<file path="config.mk">
export PLATFORM = sky130hd
export DESIGN_NAME = alu_issue_ctrl
export DESIGN_NICKNAME = d
export VERILOG_FILES = /design/src/rtl/alu_issue_ctrl_pkg.sv /design/src/rtl/alu_issue_ctrl_op_class.sv /design/src/rtl/alu_issue_ctrl.sv
export SDC_FILE = /design/constraint.sdc
export NUM_CORES = 1
export LEC_CHECK = 0
export CELL_PAD_IN_SITES_DETAIL_PLACEMENT = 1
export CELL_PAD_IN_SITES_GLOBAL_PLACEMENT = 1
export CORE_MARGIN = 2
export CORE_UTILIZATION = 31
export CTS_BUF_LIST = sky130_fd_sc_hd__clkbuf_8 sky130_fd_sc_hd__clkbuf_16
export DETAILED_ROUTE_END_ITERATION = 16
export GPL_ROUTABILITY_DRIVEN = 0
export GPL_TIMING_DRIVEN = 0
export PLACE_DENSITY = 0.76
export REMOVE_ABC_BUFFERS = 1
export SLEW_MARGIN = 20
export SYNTH_ARGS = -nofsm -noshare
export SYNTH_HDL_FRONTEND = slang
export SYNTH_SLANG_ARGS = --single-unit
</file>
<file path="constraint.sdc">
create_clock -name clk -period 2 [get_ports clk]
set_input_delay 0.2 -clock clk [delete_from_list [all_inputs] [get_ports clk]]
set_output_delay 0.2 -clock clk [all_outputs]
set_load 0.1 [all_outputs]
</file>
<file path="src/rtl/alu_issue_ctrl_pkg.sv">
// ALU issue controller shared types: op encodings and controller states.
// ALU_DIV_TRAP_EN adds the HALT state used by the divide-by-zero trap.
package alu_issue_ctrl_pkg;

  localparam logic [4:0] ALU_OP_SELECT = 5'b00100;
  localparam logic [4:0] ALU_OP_EQZ    = 5'b00101;
  localparam logic [4:0] ALU_OP_DIV_S  = 5'b10110;
  localparam logic [4:0] ALU_OP_DIV_U  = 5'b10111;
  localparam logic [4:0] ALU_OP_REM_S  = 5'b11001;
  localparam logic [4:0] ALU_OP_REM_U  = 5'b11010;

  typedef enum logic [2:0] {
    ST_IDLE,
    ST_POP_A,
    ST_POP_B,
    ST_POP_C,
    ST_EXEC,
    ST_PUSH
`ifdef ALU_DIV_TRAP_EN
    ,
    ST_HALT
`endif
  } state_t;

endpackage

</file>
<file path="src/rtl/alu_issue_ctrl_op_class.sv">
// Op classifier: operand count and div/rem flag for an ALU control code.
// Combinational; independent of ALU_DIV_TRAP_EN.
module alu_op_class
  import alu_issue_ctrl_pkg::*;
#(
  parameter int OP_W = 5
) (
  input  logic [OP_W-1:0] op_code,
  output logic [1:0]      n_operands,
  output logic            is_divrem
);

  logic div_hit;

  assign div_hit = (op_code == OP_W'(ALU_OP_DIV_S))
                || (op_code == OP_W'(ALU_OP_DIV_U))
                || (op_code == OP_W'(ALU_OP_REM_S))
                || (op_code == OP_W'(ALU_OP_REM_U));

  always_comb begin
    n_operands = 2'd2;
    is_divrem  = 1'b0;
    unique case (1'b1)
      (op_code == OP_W'(ALU_OP_EQZ)):    n_operands = 2'd1;
      (op_code == OP_W'(ALU_OP_SELECT)): n_operands = 2'd3;
      div_hit:                           is_divrem  = 1'b1;
      default: ;
    endcase
  end

endmodule

</file>
<file path="src/rtl/alu_issue_ctrl.sv">
// Execute-stage sequencer: pops operands, drives the parent's ALU, pushes result.
// ALU_DIV_TRAP_EN: trap and halt on a zero divisor for div/rem codes.
module alu_issue_ctrl
  import alu_issue_ctrl_pkg::*;
#(
  parameter int WIDTH   = 64,
  parameter int OP_W    = 5,
  parameter int DIV_LAT = 1
) (
  input  logic             clk,
  input  logic             rst_n,
  input  logic             op_valid,
  output logic             op_ready,
  input  logic [OP_W-1:0]  op_code,
  input  logic             op_len,
  output logic             pop_valid,
  input  logic             pop_ready,
  input  logic [WIDTH-1:0] pop_data,
  output logic             push_valid,
  input  logic             push_ready,
  output logic [WIDTH-1:0] push_data,
  output logic [WIDTH-1:0] alu_a,
  output logic [WIDTH-1:0] alu_b,
  output logic [WIDTH-1:0] alu_c,
  output logic [OP_W-1:0]  alu_ctrl,
  output logic             alu_len,
  input  logic [WIDTH-1:0] alu_result,
  output logic             busy,
  output logic             trap
);

  localparam int CNT_W = (DIV_LAT > 1) ? $clog2(DIV_LAT) : 1;

  state_t           state;
  state_t           state_nxt;
  logic [1:0]       n_ops;
  logic             is_divrem;
  logic [CNT_W-1:0] exec_cnt;
  logic             exec_last;
  logic             trap_hit;

  alu_op_class #(.OP_W(OP_W)) u_class (
    .op_code    (alu_ctrl),
    .n_operands (n_ops),
    .is_divrem  (is_divrem)
  );

  assign exec_last = !is_divrem
                  || (exec_cnt == CNT_W'(DIV_LAT - 1));

`ifdef ALU_DIV_TRAP_EN
  // i32 divides only look at the low word of the divisor
  logic div_zero;
  assign div_zero = alu_len ? (alu_a == '0)
                            : (alu_a[31:0] == 32'd0);
  assign trap_hit = (state == ST_EXEC) && exec_last
                 && is_divrem && div_zero;

  always_ff @(posedge clk or negedge rst_n) begin
    if (!rst_n)        trap <= 1'b0;
    else if (trap_hit) trap <= 1'b1;
  end
`else
  assign trap_hit = 1'b0;
  assign trap     = 1'b0;
`endif

  assign op_ready   = (state == ST_IDLE);
  assign busy       = (state != ST_IDLE);
  assign push_valid = (state == ST_PUSH);
  assign pop_valid  = (state == ST_POP_A)
                   || (state == ST_POP_B)
                   || (state == ST_POP_C);

  always_comb begin
    state_nxt = state;
    unique case (state)
      ST_IDLE:
        if (op_valid) state_nxt = ST_POP_A;
      ST_POP_A:
        if (pop_ready)
          state_nxt = (n_ops == 2'd1) ? ST_EXEC : ST_POP_B;
      ST_POP_B:
        if (pop_ready)
          state_nxt = (n_ops == 2'd3) ? ST_POP_C : ST_EXEC;
      ST_POP_C:
        if (pop_ready) state_nxt = ST_EXEC;
      ST_EXEC:
        if (exec_last) begin
`ifdef ALU_DIV_TRAP_EN
          state_nxt = trap_hit ? ST_HALT : ST_PUSH;
`else
          state_nxt = ST_PUSH;
`endif
        end
      ST_PUSH:
        if (push_ready) state_nxt = ST_IDLE;
`ifdef ALU_DIV_TRAP_EN
      ST_HALT:
        state_nxt = ST_HALT;
`endif
      default:
        state_nxt = ST_IDLE;
    endcase
  end

  always_ff @(posedge clk or negedge rst_n) begin
    if (!rst_n) begin
      state     <= ST_IDLE;
      alu_a     <= '0;
      alu_b     <= '0;
      alu_c     <= '0;
      alu_ctrl  <= '0;
      alu_len   <= 1'b0;
      push_data <= '0;
      exec_cnt  <= '0;
    end else begin
      state <= state_nxt;
      if (op_ready && op_valid) begin
        alu_ctrl <= op_code;
        alu_len  <= op_len;
        alu_a    <= '0;
        alu_b    <= '0;
        alu_c    <= '0;
      end
      if (pop_valid && pop_ready) begin
        if (state == ST_POP_A)      alu_a <= pop_data;
        else if (state == ST_POP_B) alu_b <= pop_data;
        else                        alu_c <= pop_data;
      end
      if (state == ST_EXEC) begin
        exec_cnt <= exec_last ? '0 : exec_cnt + CNT_W'(1);
        if (exec_last && !trap_hit) push_data <= alu_result;
      end
    end
  end

endmodule

</file>
==> reports/qor.yml <==
detailed_route_drc_error_count: 0
rsz0062_at_grt: "yes"
finalSetupViolations: 0
fin_skew_ns: 0.00931
smallest_setup_slack_after_layout_ns: 0.0393
flip_flop_and_latch_count_after_synthesis: 266
fp.coreArea_sq_mm: 0.0316
hp-class: "primary input to async pin"
final.period_utilization: 0.980
drtAntennaViolNets: 0
worstSetupPathType: "flip-flop to primary output"
n_fill_cell: 3128
max_slew_margin: 0.335
multi_input_area_sq_mm: 0.00308
grt_antenna_before_repair: 1
worst_path_largest_cell_delay_ns: 0.86
die_height_um: 183
seqCellArea_sq_mm: 0.00667
place_hpwl_um: 24000
cts.path.max_buffers: 3
worst_skew_pair.late_latency_ns: 0.55
die_width_um: 183
crit_chain: "dlygate4sd2_1"
grtUsageTotal: 0.203
wire_per_inst_um: 23.4
clock-root-buffer: "sky130_fd_sc_hd__clkbuf_16"
cts_tree: "built"
crit_family: "buffers and inverters"
clock_sinks: 266
start_util: 0.314
worst_ep_required_time_ns: 1.80
status: "finished clean"
rows: 65
synth_async_sr_flop_share: 1.00
vias: 7557
syn-instance-count: 626
dr.first_iter.drc_count: 288
layout_commonest_cell: "sky130_fd_sc_hd__dfrtp_1"
grt_start_max_net_pins: 97
layout.nets: 1189
cts_max_level: 1
post_route_cells_drive_above_1_share: 0.276
ys_dominant_reg_cell: "sky130_fd_sc_hd__dfrtp_1"
yosysSeqAreaShare: 0.671
final_design_area_no_fill_sq_mm: 0.0155
synth-edff-count: 0
critical_path_peak_fanout: 2
highest_count_cells_in_the_layout_ignoring_fill_and_taps: "sky130_fd_sc_hd__dfrtp_1, sky130_fd_sc_hd__a22o_1, sky130_fd_sc_hd__clkdlybuf4s50_1"
timing_hold_violations_final: 0
grt_first_pass_wirelength_um: 52900
number_of_slew_limit_violations_in_the_final_report: 0
yosys_warnings: 0
clock.fmax_mhz: 510
cts.clk_slew.worst_paths_ns: 0.06
grt_remaining_overflow: 0
postSynthAreaPerCell_sq_um: 15.8
path_buf_inv: 1
worst-slew-pin-transition_ns: 1.00
floorplan.die_area_sq_mm: 0.0334
vias_per_cell: 5.13
first_pass_iters: 4
vias_in_the_first_global_route: 8437
tritoncts.num_buffers: 30
cap_viol_max_count: 0
endpoint_kind: "primary output"
detail_route.wirelength_um: 34500
io_buffer_count: 404
cpMaxStageDelayCell: "sky130_fd_sc_hd__dlygate4sd2_1"
io-pin-count: 406
finalHoldWorstSlack_ns: 0.0795
placed_cell_area_sq_mm: 0.0147
number_of_library_cell_types_mapped_by_synthesis: 38
critical_path_arrival_ns: 1.76
layout_min_cycle_time_ns: 1.96
dpl_worst_slack_ns: -0.531
worstSetupStartpointType: "flip-flop"
syn2layout_area_growth_pct: 56.0
netlist_area_sq_mm: 0.00992
## cell families (layout without fill, tap and decap cells)
| logic type | after synthesis | count (layout) | synth area share |
|---|---|---|---|
| buf+inv | 53 | 498 | 0.0251 |
| other cells | 1 | 2 | 0.000378 |
| mux | 71 | 71 | 0.103 |
| flops | 266 | 266 | 0.671 |
| simple gates | 24 | 24 | 0.0139 |
| compound gates | 210 | 210 | 0.185 |
| xor+xnor | 1 | 1 | 0.00164 |
## state kept, by name (all words and copies together) (netlist names)
| register | cells |
|---|---|
| state | 3 |
| alu_c | 64 |
| alu_len | 1 |
| alu_a | 64 |
| alu_ctrl | 5 |
| alu_b | 64 |
| push_data | 64 |
| exec_cnt | 1 |
## per-stage QoR
step	utilization	instances	setup TNS, ns
after floorplan	-	576	-490.20
after global placement	0.451	1382	-4001.09
after detailed placement	0.466	1410	-41.66
after CTS	0.495	1468	-0.00258
after global routing	0.490	1474	-0.0641
final	0.490	1474	0
## area by class of cell
type,instances,area share
antenna,1,0.000162
clock buffer,36,0.0538
clock inverter,17,0.00493
inverter,3,0.000728
multi-input combinational,307,0.199
sequential,266,0.431
tap,402,0.0325
timing repair buffer,442,0.278
## cells in the mapped netlist (2+ instances only)
library cell	count	area [sq um]
sky130_fd_sc_hd__dfrtp_1	266	6660
sky130_fd_sc_hd__a22o_1	192	1680
sky130_fd_sc_hd__mux2_4	60	901
sky130_fd_sc_hd__clkbuf_1	39	146
sky130_fd_sc_hd__mux2_2	10	113
sky130_fd_sc_hd__buf_6	6	67.6
sky130_fd_sc_hd__nor2_1	5	18.8
sky130_fd_sc_hd__a21oi_1	4	20.0
sky130_fd_sc_hd__nand2_1	4	15.0
sky130_fd_sc_hd__nand2b_1	4	25.0
sky130_fd_sc_hd__buf_1	3	11.3
sky130_fd_sc_hd__inv_1	3	11.3
sky130_fd_sc_hd__a21o_1	2	15.0
sky130_fd_sc_hd__nand3_1	2	10.0
sky130_fd_sc_hd__nor3_1	2	10.0
sky130_fd_sc_hd__o21ai_0	2	10.0
## worst paths after layout
check	to	slack, ns	depth (start not counted)	start
min	push_data[20]$_DFFE_PN0P_	0.08	2	rst_n
max in group asynchronous	alu_a[7]$_DFF_PN0_	0.87	4	rst_n
min reg2reg	alu_b[42]$_DFF_PN0_	0.49	1	alu_b[42]$_DFF_PN0_
max	alu_b[12]	0.04	1	alu_b[12]$_DFF_PN0_
min in group clk	push_data[1]$_DFFE_PN0P_	0.26	2	alu_result[1]
max reg2reg	alu_a[38]$_DFF_PN0_	0.07	5	state[2]$_DFFE_PN0P_
## what timing repair did
action | 4_1_cts | 5_1_grt
endpoints found under the hold margin | 199 | 0
setup endpoints to repair | 486 | 202
setup buffers | 7 | 5
pin swaps | 1 | 0
resized for setup | 531 | 155
hold buffers | 1 | 0
## metal layers
layer  wire, um  part of all wire  global-route usage  up-vias
li1           -                 -                   -     3221
met1      14200              0.41               0.255     3982
met2      17200              0.50               0.349      286
met3       1910             0.055              0.0383       68
met4       1180             0.034              0.0730        0
met5          0                 0                   0        -
Power is not shown: default switching activity piles up to over one toggle a cycle in this logic, so the estimate is an artifact.
